`src/rtl/simd_two24_frame_accum_if.sv`:
```
// Bundle for the two-lane frame accumulator: clock enable, frame length, packed input
// stream and per-lane frame result stream.
interface simd_two24_frame_accum_if #(
  parameter int ACC_W = 32,
  parameter int LEN_W = 16
);
  logic                    ap_ce;
  logic [LEN_W-1:0]        len;
  logic                    in_valid;
  logic                    in_ready;
  logic [47:0]             in_data;
  logic                    out_valid;
  logic                    out_ready;
  logic signed [ACC_W-1:0] out_lane0;
  logic signed [ACC_W-1:0] out_lane1;
  logic [1:0]              out_sat;

  modport master (
    output ap_ce, len, in_valid, in_data, out_ready,
    input  in_ready, out_valid, out_lane0, out_lane1, out_sat
  );

  modport slave (
    input  ap_ce, len, in_valid, in_data, out_ready,
    output in_ready, out_valid, out_lane0, out_lane1, out_sat
  );
endinterface

```
`src/rtl/simd_two24_frame_accum.sv`:
```
// Unpacks two signed 24-bit lanes, accumulates each over a frame of len beats with
// saturation, and holds one frame result in a valid/ready output register.
module simd_two24_frame_accum #(
  parameter int ACC_W = 32,
  parameter int LEN_W = 16
) (
  input  logic                     ap_clk,
  input  logic                     ap_rst_n,
  simd_two24_frame_accum_if.slave  bus
);

  typedef enum logic {S_FIRST, S_ACCUM} state_t;

  localparam logic signed [ACC_W-1:0] ACC_MAX = {1'b0, {(ACC_W-1){1'b1}}};
  localparam logic signed [ACC_W-1:0] ACC_MIN = {1'b1, {(ACC_W-1){1'b0}}};
  localparam logic [LEN_W-1:0]        LEN_ONE = LEN_W'(1);

  function automatic logic signed [ACC_W:0] lane_add(input logic signed [ACC_W-1:0] a,
                                                     input logic signed [23:0]      b);
    return {a[ACC_W-1], a} + {{(ACC_W-23){b[23]}}, b};
  endfunction

  function automatic logic sat_ovf(input logic signed [ACC_W:0] s);
    return s[ACC_W] ^ s[ACC_W-1];
  endfunction

  function automatic logic signed [ACC_W-1:0] sat_clamp(input logic signed [ACC_W:0] s);
    if (sat_ovf(s)) return s[ACC_W] ? ACC_MIN : ACC_MAX;
    return s[ACC_W-1:0];
  endfunction

  state_t                  r_state;
  logic signed [ACC_W-1:0] r_acc0, r_acc1;
  logic [1:0]              r_sat;
  logic [LEN_W-1:0]        r_len_q, r_beat_cnt;
  logic                    r_out_valid;
  logic signed [ACC_W-1:0] r_out_lane0, r_out_lane1;
  logic [1:0]              r_out_sat;

  logic                    w_first, w_last, w_in_ready, w_take, w_done, w_xfer;
  logic [LEN_W-1:0]        w_len_eff, w_cnt_nxt;
  logic signed [ACC_W-1:0] w_base0, w_base1, w_nacc0, w_nacc1;
  logic signed [ACC_W:0]   w_sum0, w_sum1;
  logic [1:0]              w_sat_nxt;

  assign w_first   = (r_state == S_FIRST);
  assign w_len_eff = (bus.len == '0) ? LEN_ONE : bus.len;
  assign w_cnt_nxt = w_first ? LEN_ONE : r_beat_cnt + LEN_ONE;
  // In FIRST the frame length comes straight from the input, since len_q is not yet loaded.
  assign w_last    = w_first ? (w_len_eff == LEN_ONE) : (w_cnt_nxt == r_len_q);

  assign w_in_ready = bus.ap_ce & ~(r_out_valid & ~bus.out_ready & w_last);
  assign w_take     = bus.in_valid & w_in_ready;
  assign w_done     = w_take & w_last;
  assign w_xfer     = r_out_valid & bus.out_ready;

  assign w_base0   = w_first ? '0 : r_acc0;
  assign w_base1   = w_first ? '0 : r_acc1;
  assign w_sum0    = lane_add(w_base0, bus.in_data[47:24]);
  assign w_sum1    = lane_add(w_base1, bus.in_data[23:0]);
  assign w_nacc0   = sat_clamp(w_sum0);
  assign w_nacc1   = sat_clamp(w_sum1);
  assign w_sat_nxt = (w_first ? 2'b00 : r_sat) | {sat_ovf(w_sum1), sat_ovf(w_sum0)};

  always_ff @(posedge ap_clk or negedge ap_rst_n) begin
    if (!ap_rst_n) begin
      r_state     <= S_FIRST;
      r_acc0      <= '0;
      r_acc1      <= '0;
      r_sat       <= '0;
      r_len_q     <= '0;
      r_beat_cnt  <= '0;
      r_out_valid <= 1'b0;
      r_out_lane0 <= '0;
      r_out_lane1 <= '0;
      r_out_sat   <= '0;
    end else begin
      if (w_take) begin
        r_acc0     <= w_nacc0;
        r_acc1     <= w_nacc1;
        r_sat      <= w_sat_nxt;
        r_beat_cnt <= w_cnt_nxt;
        if (w_first) r_len_q <= w_len_eff;
        r_state    <= w_last ? S_FIRST : S_ACCUM;
      end
      // A completing frame wins over a transfer so back-to-back results are never lost.
      if (w_done) begin
        r_out_valid <= 1'b1;
        r_out_lane0 <= w_nacc0;
        r_out_lane1 <= w_nacc1;
        r_out_sat   <= w_sat_nxt;
      end else if (w_xfer) begin
        r_out_valid <= 1'b0;
      end
    end
  end

  assign bus.in_ready  = w_in_ready;
  assign bus.out_valid = r_out_valid;
  assign bus.out_lane0 = r_out_lane0;
  assign bus.out_lane1 = r_out_lane1;
  assign bus.out_sat   = r_out_sat;

endmodule

```
`src/flat_wrapper.sv`:
```
// flat-port wrapper written by rule: the top's interface ports become plain ports
module simd_two24_frame_accum_flat 
#(
  parameter int ACC_W = 32,
  parameter int LEN_W = 16
)
  (ap_clk, ap_rst_n, bus_ap_ce, bus_len, bus_in_valid, bus_in_data, bus_out_ready, bus_in_ready, bus_out_valid, bus_out_lane0, bus_out_lane1, bus_out_sat);
  simd_two24_frame_accum_if #(.ACC_W(ACC_W), .LEN_W(LEN_W)) bus_i ();
  input  logic ap_clk;
  input  logic ap_rst_n;
  input wire logic [$bits(bus_i.ap_ce)-1:0] bus_ap_ce;
  input wire logic [$bits(bus_i.len)-1:0] bus_len;
  input wire logic [$bits(bus_i.in_valid)-1:0] bus_in_valid;
  input wire logic [$bits(bus_i.in_data)-1:0] bus_in_data;
  input wire logic [$bits(bus_i.out_ready)-1:0] bus_out_ready;
  output wire logic [$bits(bus_i.in_ready)-1:0] bus_in_ready;
  output wire logic [$bits(bus_i.out_valid)-1:0] bus_out_valid;
  output wire logic [$bits(bus_i.out_lane0)-1:0] bus_out_lane0;
  output wire logic [$bits(bus_i.out_lane1)-1:0] bus_out_lane1;
  output wire logic [$bits(bus_i.out_sat)-1:0] bus_out_sat;
  assign bus_i.ap_ce = bus_ap_ce;
  assign bus_i.len = bus_len;
  assign bus_i.in_valid = bus_in_valid;
  assign bus_i.in_data = bus_in_data;
  assign bus_i.out_ready = bus_out_ready;
  assign bus_in_ready = bus_i.in_ready;
  assign bus_out_valid = bus_i.out_valid;
  assign bus_out_lane0 = bus_i.out_lane0;
  assign bus_out_lane1 = bus_i.out_lane1;
  assign bus_out_sat = bus_i.out_sat;
  simd_two24_frame_accum #(.ACC_W(ACC_W), .LEN_W(LEN_W)) u_core (.ap_clk(ap_clk), .ap_rst_n(ap_rst_n), .bus(bus_i));
endmodule
```
`config.mk`:
```
export PLATFORM = sky130hd
export DESIGN_NAME = simd_two24_frame_accum_flat
export DESIGN_NICKNAME = d
export VERILOG_FILES = /design/src/rtl/simd_two24_frame_accum_if.sv /design/src/rtl/simd_two24_frame_accum.sv /design/src/flat_wrapper.sv
export SDC_FILE = /design/constraint.sdc
export NUM_CORES = 1
export LEC_CHECK = 0
export BUFFER_PORTS_ARGS = -buffer_cell sky130_fd_sc_hd__buf_2
export CAP_MARGIN = 5
export CELL_PAD_IN_SITES_DETAIL_PLACEMENT = 0
export CELL_PAD_IN_SITES_GLOBAL_PLACEMENT = 1
export CORE_MARGIN = 3
export CORE_UTILIZATION = 49
export CTS_CLUSTER_DIAMETER = 100
export DETAILED_ROUTE_END_ITERATION = 10
export HOLD_SLACK_MARGIN = 0.05
export PLACE_DENSITY = 0.85
export SYNTH_ARGS = -nofsm -noshare
export SYNTH_HDL_FRONTEND = slang
export SYNTH_SLANG_ARGS = --single-unit
```
`constraint.sdc`:
```
create_clock -name ap_clk -period 7.2 [get_ports ap_clk]
set_input_delay 0.36 -clock ap_clk [delete_from_list [all_inputs] [get_ports ap_clk]]
set_output_delay 0.36 -clock ap_clk [all_outputs]
set_load 0.005 [all_outputs]
```
==> metrics.md <==
| Metric | Value |
|---|---|
| Top cells by count, synth | `166 x dfrtp_1, 119 x nand2_1, 103 x o21ai_0` |
| Global-route wire length before repair | `49,600 µm` |
| Place WS | `about 2.2 ns` |
| Post-CTS sizing | `0` |
| Pins over their slew limit | `0` |
| R2R Path Start | `u_core.r_state$_DFFE_PN0N_` |
| Setup Buffers After CTS | `0` |
| Reg area | `between 4000 and 5000 µm²` |
| Sequential power share | `0.245` |
| Critical Path End Type | `flop` |
| Int Pwr | `3060 µW` |
| DRC viols | `0` |
| Synth area leader | `dfrtp_1` |
| Max Cap Viol | `0` |
| Clock Path Buffers | `2` |
| Share of cells above drive strength 1 | `0.214` |
| Syn Std Cell Area | `between 10,000 and 15,000 µm²` |
| Worst-Skew Late Latency | `approximately 0.44 ns` |
| Final worst clock skew | `between 0.01 and 0.015 ns` |
| Yosys warns | `0` |
| Worst-case vdd ir drop | `between 0.15 and 0.2 mV` |
| Crit-path max cell delay | `0.87 ns` |
| M1 wire length | `between 10,000 and 15,000 µm` |
| Final Cycle Share | `0.682` |
| H-tree Lvls | `4` |
| Fillers | `2,166` |
| GRT Util Overall | `0.239` |
| R2R setup slack | `2.29 ns` |
| Yosys cell types | `80` |
| Top FF cell, synth | `dfrtp_1` |
| Final global-route overflow total | `0` |
| Fin crit period | `4.91 ns` |
| Worst Max-Slew Pin Slew | `1.00 ns` |
| Gate Count Post-Synth | `1,246` |
| Area growth, synth to finish | `12.2%` |
| Clock tree from TritonCTS | `done` |
| Sw power | `between 2000 and 2500 µW` |
| Final nets | `1,481` |
| Area of the multi-input gates | `6890 µm²` |
| Async S/R FF share, synth | `1.00` |
| Top routing layer in use | `met4` |
| Vias | `9,644` |
| Final WL | `30,200 µm` |
| Number of enable flip-flop cells after synthesis | `0` |
| CTS Buf Count | `17` |
| Leak | `0.00606 µW` |
| Startpoint Class | `flop` |
| Sw frac | `0.440` |
| Core area | `around 23,000 µm²` |
| Hold Fails Final Rpt | `0` |
| DIE WIDTH | `159 µm` |
| Initial core utilization | `0.502` |
| CP Data Arrival Time | `about 5.2 ns` |
| Final Wtd Congestion | `0.859` |
| Vias in the first global route | `between 9,000 and 10,000` |
| FF-to-FF End | `u_core.bus.out_lane1[18]$_DFFE_PN0P_` |
| Placed Instances | `1,639` |
| Vias per inst | `5.77` |
| Ports | `137` |
| Post-route setup slack | `2.29 ns` |
| Synth area leaders | `dfrtp_1 36%, mux2_2 7.9%, ha_1 7.1%, o21ai_0 4.5%, a21oi_1 4.4%` |
| Post-DP HPWL | `21,600 µm` |
| Drt wl/cell | `18.1 µm` |
| Worst R2R Path Depth | `13` |
| Status | `finished, final reports clean` |
| Cell Pwr Density | `between 400 and 500 nW/µm²` |
| Seq cells post-synth | `between 150 and 200` |
| Routed Antenna Nets | `0` |
| Clk root buf | `clkbuf_16` |
| Clock Power Share | `0.169` |
| Die Ht | `~160 µm` |
| 1st-pass router iterations | `6` |
| Post-synth top area share | `0.362` |
| DR iter-0 viols | `580` |
| Critical path's slowest cell | `dfrtp_2` |
| CP Data Required Time | `7.52 ns` |
| Total chip power | `5460 µW` |
| Final setup fails | `0` |
| Initial antenna violation count | `0` |
| Die area | `25,300 µm²` |
| RSZ-0062 raised after global routing | `no` |
| Sink Count | `166` |
| Wire length on met2 | `13,600 µm` |
| Placement row count | `55` |
| # diodes | `0` |
| I/O Buffers | `136` |
| Crit Path Class | `reg2reg` |
| Met3 Routed Length | `1330 µm` |
| Slew Limit Headroom | `0.333` |
| Syn avg cell area | `about 9 µm²` |
| Most numerous cell in the Yosys netlist | `dfrtp_1` |
| Largest net degree at the start of global routing | `105` |
| Worst-path fanout max | `47` |
| Clk pin slew, worst setup/hold paths | `about 0.070 ns` |
| Fin util | `0.564` |
| Final Non-Filler Cells | `1,671` |
| Tightest Hold Check Type | `in2async` |
| Hold buffers post-CTS | `0` |
| Total negative slack | `0 ns` |
| Fmax achieved | `204 MHz` |
| Worst path cell trace | `buf_4, and2_1, ha_1, a21o_1, a31oi_1, o211ai_1, a31oi_1, o32ai_1, a22o_1, nor2_2, buf_4, o21ai_0, mux2_2` |
| Combinational Power Share | `0.586` |
| Syn Nets | `1,382` |
| Seq/Total Area, Yosys | `0.362` |
==> through the flow <==
step | area [µm²] | hold WS (ns)
floorplan | 11500 | 0.0644
global placement | 12300 | 0.453
detailed placement | 12300 | 0.463
CTS | 12900 | 0.0940
global route | 12900 | 0.119
finish | 12900 | 0.0115
==> cell families after synthesis <==
group / share of synthesized area
flops: 0.362
simple gates: 0.170
mux: 0.0949
xor+xnor: 0.0449
compound gates: 0.208
fa+ha+maj: 0.0822
buf+inv: 0.0377
==> registers in the layout, indices dropped and copies added, names as in the netlist <==
signal	flops
u_core.r_len_q	16
u_core.bus.out_lane1	32
u_core.r_acc1	32
u_core.r_state	1
u_core.bus.out_valid	1
u_core.r_beat_cnt	16
u_core.r_acc0	32
u_core.bus.out_sat	2
u_core.bus.out_lane0	32
u_core.r_sat	2
==> power groups by stage <==
stage          registers [µW]  clock network [µW]  logic [µW]
6_report                 1340                 924        3200
5_1_grt                  1370                 977        3570
4_1_cts                  1340                 942        3170
3_5_place_dp             1350                   0        3150
3_3_place_gp             1350                   0        3120
2_1_floorplan            1300                   0        2430
==> worst max-delay path by stage <==
stage / endpoint / start / depth (start not counted) / slack (ns)
finish: u_core.bus.out_lane1[18]$_DFFE_PN0P_ / u_core.r_state$_DFFE_PN0N_ / 13 / 2.29
global route: u_core.bus.out_lane1[18]$_DFFE_PN0P_ / u_core.r_state$_DFFE_PN0N_ / 13 / 1.83
CTS: u_core.bus.out_lane1[18]$_DFFE_PN0P_ / u_core.r_state$_DFFE_PN0N_ / 13 / 2.25
detailed placement: u_core.bus.out_lane1[18]$_DFFE_PN0P_ / u_core.r_state$_DFFE_PN0N_ / 13 / 2.23
global placement: u_core.bus.out_lane1[18]$_DFFE_PN0P_ / u_core.r_state$_DFFE_PN0N_ / 13 / 2.43
floorplan: u_core.bus.out_lane1[5]$_DFFE_PN0P_ / u_core.r_state$_DFFE_PN0N_ / 18 / 3.17
==> area by class of cell <==
cell class,count,area share
Multi-Input combinational cell,987,0.535
Sequential cell,166,0.323
Timing Repair Buffer,145,0.0586
Clock buffer,21,0.0350
Tap cell,313,0.0304
Clock inverter,11,0.00962
Inverter,28,0.00816
==> cell usage in the layout, fill, tap and decap left out, types with 5 or more instances in the layout <==
cell       netlist  layout
nand2_1        119     119
or3_1            5       5
nor3_1           9       9
a311oi_1         5       5
a21o_1          37      37
o21a_1           7       7
dfrtp_1        166     165
maj3_1           9       9
xor2_1          25      25
ha_1            65      65
mux2_2          81      81
a211oi_1        12      12
o21bai_1         7       7
a21boi_0         5       5
a21oi_1        101     101
o211ai_1         7       7
nor4_1           8       8
mux2_4           9       9
inv_1           26      26
xnor2_1         32      32
nand2b_1        14      14
nor2b_1         15      15
buf_2           15     135
clkbuf_16        0      17
a2bb2oi_1        7       7
and2_1          68      68
a31oi_1         15      15
nand3_1         17      17
o31ai_1         11      11
nand4_1         16      16
o21ai_0        103     103
buf_4            9       9
nor2_1          81      81
a211o_1          6       6
and3_1          11      11
==> critical path, delay by kind of cell, from the launching register on <==
kind	cells	cell delay (ns)
adders and majority gates	1	0.33
muxes	1	0.33
and+or+nand+nor	2	0.79
AOI/OAI and AO/OA	7	1.59
buffers and inverters	2	0.85
DFF	1	0.87
==> per-layer routing <==
| metal | vias to the layer above | global-route usage |
|---|---|---|
| li1 | 4718 | - |
| met1 | 4668 | 0.352 |
| met2 | 228 | 0.373 |
| met3 | 30 | 0.0338 |
| met4 | 0 | 0.0573 |
| met5 | - | 0 |
Power figures use the tool's default switching activity.
